==> src/rtl/wb_regfile.sv <==
// Writeback select plus 32-entry architectural register file with two async read ports.
// Optional same-cycle write-to-read bypass: define WB_REGFILE_BYPASS_EN.
module wb_regfile #(
  parameter int DATA_W = 32,
  parameter int ADDR_W = 5
) (
  input  logic              clock,
  input  logic              resetn,
  input  logic [DATA_W-1:0] wb_mem_data,
  input  logic [ADDR_W-1:0] wb_rd,
  input  logic              wb_regwrite,
  input  logic [DATA_W-1:0] wb_alu_result,
  input  logic              wb_memtoreg,
  input  logic [ADDR_W-1:0] rs_addr,
  input  logic [ADDR_W-1:0] rt_addr,
  output logic [DATA_W-1:0] rs_data,
  output logic [DATA_W-1:0] rt_data,
  output logic [DATA_W-1:0] wb_data,
  output logic              wb_commit
);

  localparam int NUM_REGS = 2 ** ADDR_W;

  // Entry 0 has no storage; it is synthesised as a constant zero on reads.
  logic [DATA_W-1:0] regs_reg [1:NUM_REGS-1];
  logic [NUM_REGS-1:1] wr_en;
  logic [DATA_W-1:0] rs_store;
  logic [DATA_W-1:0] rt_store;

  assign wb_data   = wb_memtoreg ? wb_mem_data : wb_alu_result;
  assign wb_commit = resetn & wb_regwrite & (wb_rd != '0);

  genvar gi;
  generate
    for (gi = 1; gi < NUM_REGS; gi++) begin : g_wr_dec
      assign wr_en[gi] = wb_commit && (wb_rd == ADDR_W'(gi));
    end
  endgenerate

  // Reset takes priority over a write presented on the same edge.
  always_ff @(posedge clock) begin
    for (int i = 1; i < NUM_REGS; i++) begin
      if (!resetn) begin
        regs_reg[i] <= '0;
      end else if (wr_en[i]) begin
        regs_reg[i] <= wb_data;
      end
    end
  end

  always_comb begin
    rs_store = '0;
    rt_store = '0;
    if (rs_addr != '0) rs_store = regs_reg[rs_addr];
    if (rt_addr != '0) rt_store = regs_reg[rt_addr];
  end

`ifdef WB_REGFILE_BYPASS_EN
  // wb_commit is already low for index 0, so r0 can never be bypassed.
  assign rs_data = (wb_commit && (wb_rd == rs_addr)) ? wb_data : rs_store;
  assign rt_data = (wb_commit && (wb_rd == rt_addr)) ? wb_data : rt_store;
`else
  assign rs_data = rs_store;
  assign rt_data = rt_store;
`endif

endmodule

==> config.mk <==
export PLATFORM = sky130hd
export DESIGN_NAME = wb_regfile
export DESIGN_NICKNAME = d
export VERILOG_FILES = /design/src/rtl/wb_regfile.sv
export SDC_FILE = /design/constraint.sdc
export NUM_CORES = 2
export LEC_CHECK = 0
export BUFFER_PORTS_ARGS = -buffer_cell sky130_fd_sc_hd__buf_2
export CAP_MARGIN = 20
export CORE_ASPECT_RATIO = 0.8
export CORE_MARGIN = 5
export CORE_UTILIZATION = 59
export CTS_CLUSTER_SIZE = 25
export DETAILED_ROUTE_END_ITERATION = 16
export PLACE_DENSITY = 0.76
export SYNTH_ARGS = -nofsm -noshare
export SYNTH_HDL_FRONTEND = slang
export SYNTH_SLANG_ARGS = --single-unit
==> constraint.sdc <==
create_clock -name clock -period 2.9 [get_ports clock]
set_input_delay 0 -clock clock [delete_from_list [all_inputs] [get_ports clock]]
set_output_delay 0 -clock clock [all_outputs]
set_load 0.05 [all_outputs]
# ---- Word-level counts from Yosys, hierarchy flattened
# Memories as Yosys holds them, arrays and structs flattened.
# Cells that the tools add are included.
dict set report op_classes {
  eq_ne 31
  mux 128
  n_bitwise 33
  n_reduce_logical 34
}
# cell n
set op_table {}
lappend op_table {{32-bit two-way mux} 34}
lappend op_table {{1-bit two-way mux} 94}
lappend op_table {{5-bit equality test (second input constant)} 16}
lappend op_table {{5-bit by 4-bit equality test with 1-bit output (second input constant)} 8}
lappend op_table {{1-bit logical AND} 31}
lappend op_table {{1-bit bitwise OR} 31}
lappend op_table {{5-bit by 3-bit equality test with 1-bit output (second input constant)} 4}
lappend op_table {{5-bit nonzero test} 3}
lappend op_table {{5-bit by 2-bit equality test with 1-bit output (second input constant)} 2}
lappend op_table {{5-bit by 1-bit equality test with 1-bit output (second input constant)} 1}
lappend op_table {{1-bit AND} 2}
dict set report totals {
  register_bits 0
  ramBits 992
  inputBits 83
  output_inout_bits 97
  elab_cells 227
  n_memories 1
}
# name words width read_ports rd_ports_with_merged_regs wr line_no
set memory_table {}
lappend memory_table {regs_reg 31 32 2 0 31 25} ;# logic [DATA_W-1:0] regs_reg [1:NUM_REGS-1];

# ---- Longest topological paths before layout
dict set report logic_depth {
  ltp_word 7
  mapped_depth 9
  ltp_nobuf 4
}

# ---- Worst setup path before layout
# OpenSTA, ideal clock, no wires.
dict set report synth_path {
  path_kind {input port to output port}
  from {input rs_addr[2]}
  to {output rs_data[3]}
  arrival_time_ps 2234
  required_time_ps 2900
  path_slack_ps 666
  path_stages 7
  cell_sequence {buf_2 or3b_1 clkbuf_1 buf_2 o221ai_1 a221oi_2 a211oi_1}
}
dict set report synth_between {
  elab_chain_len 2
  word_cells_on_any_way 3
  classes_between {1 x mux; 1 x reduce/logical; 1 x memory}
}
# element line_no
set synth_lines {}
lappend synth_lines {{start: declaration} 14} ;# input logic [ADDR_W-1:0] rs_addr,
lappend synth_lines {{memory read 31 x 32 bit / 5-bit nonzero test (equally long branches)} --}
lappend synth_lines {{32-bit two-way mux (*)} 54} ;# if (rs_addr != '0) rs_store = regs_reg[rs_addr];
lappend synth_lines {{end: declaration} 16} ;# output logic [DATA_W-1:0] rs_data,
# Every way passes the cells marked *; elsewhere a longest branch is shown, timed or not.

==> impl_metrics.toml <==
[outcome]
status = "completed"

[timing]
tightest_slew_ns = 0.9630
rsz0062_at_grt = "no"
total_count_of_hold_check_failures_in_the_final_report = 0
setup-tns-final_ns = 0
final.min_clock_period_ns = 2.869
fmax_ghz = 0.3485
final-setup-viol-count = 0
holdWs_ns = 0.01757
finalCritPeriodShare_pct = 98.93
slew_headroom_pct = 35.73
maxSlewViolCount = 0

[pwr]
max-vdd-ir-drop_uv = 453.9
power.total_mw = 35.00
power.static_leakage_nw = 22.10
power_per_cell_area_nw_per_um2 = 592.5

[final_layout]
layout.cell_area.non_filler_um2 = 59070
post_route_cells_drive_above_1_share_pct = 20.95
finish.net_count = 4277
areaGrowthSynthToFinish_pct = 14.44
mostFrequentLayoutCells = "nor2_1 (1091), edfxtp_1 (992), mux2i_1 (505)"
layout.cells.most_common = "nor2_1"
layout.cells.non_filler = 5409
largest_register_ff_count = 992

[logic_synthesis]
number_of_nets_produced_by_synthesis = 4155
synth_area_um2 = 51610
ys_dominant_reg_cell = "edfxtp_1"
synthesized_flop_and_latch_total = 992
count_of_flip_flops_with_a_built_in_enable_after_synthesis = 992
synth_seq_area_share_pct = 57.71
asyncSetResetFlopFracSynth_pct = 0
mean_instance_size_in_the_synthesized_netlist_um2 = 12.68
synthesis.yosys.warnings = 0
number_of_instances_in_the_synthesized_netlist = 4072
yosysUniqueCellTypes = 42

[floorplan]
width_of_the_die_um = 340.7
die_h_um = 274.6
dieArea_um2 = 93540
num_rows = 97
floorplan.io_pins = 180
design.core.area_um2 = 87140
floorplan.initialDensity_pct = 59.23

[grt]
grt_pass1_vias = 37590
grt_use_total_pct = 35.75
number_of_antenna_violations_at_the_first_check_in_global_routing = 6
maximum_number_of_pins_on_one_net_before_global_route_repair = 81
gr-total-overflow = 0
grt_pass1_wl_mm = 246.7

[drt]
antenna_left = 0
highest-signal-layer = "met5"
count_of_routing_violations_after_the_opening_detailed_route_iteration = 6545
total_met2_wirelength_after_detailed_routing_mm = 74.75
drt_pass1_iterations = 7
detailroute.via_count = 38470
route.met3.wl_mm = 25.73
drt-met1-wl_mm = 58.47
route.final.wire_length_mm = 169.9
route.detailed.drc = 0
vias_per_cell = 7.111
post_drt_wl_per_cell_um = 31.41

[place]
placement.cell_area_um2 = 55510
post-place-cells = 5182
detailedPlacementHpwl_mm = 107.3
gp_congestion = 0.9870
numPortBuffers = 179

[clocking]
tritoncts = "yes"
cts.clk_slew.worst_paths_ns = 0.06
cts.htree.levels = 3
ctsLongestPathBuffers = 3
cts_made_buffers = 95
ctsRootBufferMaster = "clkbuf_16"
numClockSinks = 992

[worst_hold_path]
timing.hold.worst_path_depth = 4
hp-start = "wb_mem_data[13]"
timing.hold.worst_endpoint = "regs_reg[2][13]"
hold_path.class = "in -> reg"

[critical_path]
cp-end-kind = "output pin"
cp.arrival_ns = 2.87
worstSetupStartpointType = "register"
path_class = "reg -> out"
cp-startpoint = "regs_reg[12][0]"
crit_fanout = 2
required_ns = 2.90

[run]
max_cap_violations = 0
[logic make-up after synthesis]
family | after synthesis | share of synthesized area [%]
multiplexers | 819 | 21.71
buffers and inverters | 465 | 4.077
AND/OR/NAND/NOR | 1379 | 10.64
AO/OA/AOI/OAI | 417 | 5.862
flip-flops | 992 | 57.71
[area by class of cell]
cell class,count,area [µm²]
clock inverter,49,445.4
inverter,44,165.2
tap,1138,1424
fill,6037,28070
sequential,992,29790
multi-input combinational,2615,20370
antenna,4,10.01
clock buffer,121,2560
timing repair buffer,446,4304
[through the flow]
step | utilization, % | setup WS, ns
global placement | 63.70 | 0.3864
finish | 67.78 | 0.03091
global route | 67.77 | 0.004855
floorplan | - | 0.6656
detailed placement | 63.70 | 0.3545
CTS | 67.76 | 0.03384
[worst max-delay path: stages (launching register included)]
cell and delay (ns):
edfxtp_1 0.40, mux4_2 0.46, mux2i_1 0.50, o2111ai_1 0.47
buf_2 0.38
[report_power, final]
part	switching, mW	leakage, nW	internal (mW)
clock network	5.46	1.47	6.93
registers	0.449	9.44	16.6
logic	3.53	11.2	2.07
[worst max-delay path by stage]
| stage | cells after the start | slack, ns | to |
|---|---|---|---|
| floorplan | 7 | 0.67 | rs_data[3] |
| global placement | 8 | 0.39 | rs_data[8] |
| detailed placement | 7 | 0.35 | rs_data[11] |
| CTS | 6 | 0.03 | rs_data[18] |
| global route | 4 | 0.005 | rt_data[27] |
| finish | 4 | 0.03 | rt_data[0] |
[cell usage after synthesis, types with 4 or more instances]
library cell | n | share of area, %
o221ai_1 | 32 | 0.54
o22ai_1 | 40 | 0.48
buf_6 | 15 | 0.33
nand3_1 | 85 | 0.82
inv_1 | 44 | 0.32
clkbuf_1 | 276 | 2.0
buf_2 | 92 | 0.89
buf_4 | 32 | 0.47
edfxtp_1 | 992 | 58
mux4_1 | 26 | 1.3
mux2_2 | 55 | 1.2
buf_1 | 5 | 0.036
mux4_2 | 201 | 8.8
nor2b_1 | 22 | 0.27
a22oi_1 | 118 | 1.7
nand2_1 | 120 | 0.87
nand3b_1 | 4 | 0.058
nor3_1 | 14 | 0.14
o31a_1 | 11 | 0.19
nor2_1 | 1093 | 7.9
a211oi_1 | 17 | 0.25
a21oi_1 | 110 | 1.1
a221oi_2 | 7 | 0.20
a221oi_1 | 25 | 0.42
mux2i_1 | 537 | 10
nor4_1 | 23 | 0.28
o2bb2ai_1 | 20 | 0.34
o2111ai_1 | 32 | 0.54
[what timing repair did]
action	in CTS	in global routing
endpoints found under the setup margin	1	1
endpoints found under the hold margin	569	0
setup buffers	0	0
resized for setup	1	1
pin swaps	0	0
hold buffers	52	0
[metal layers]
layer,track usage (%),vias up
met4,18.85,6
met5,0,-
met1,47.94,18790
li1,-,15430
met3,10.14,610
met2,53.87,3625
(Power assumes the default switching activity.)
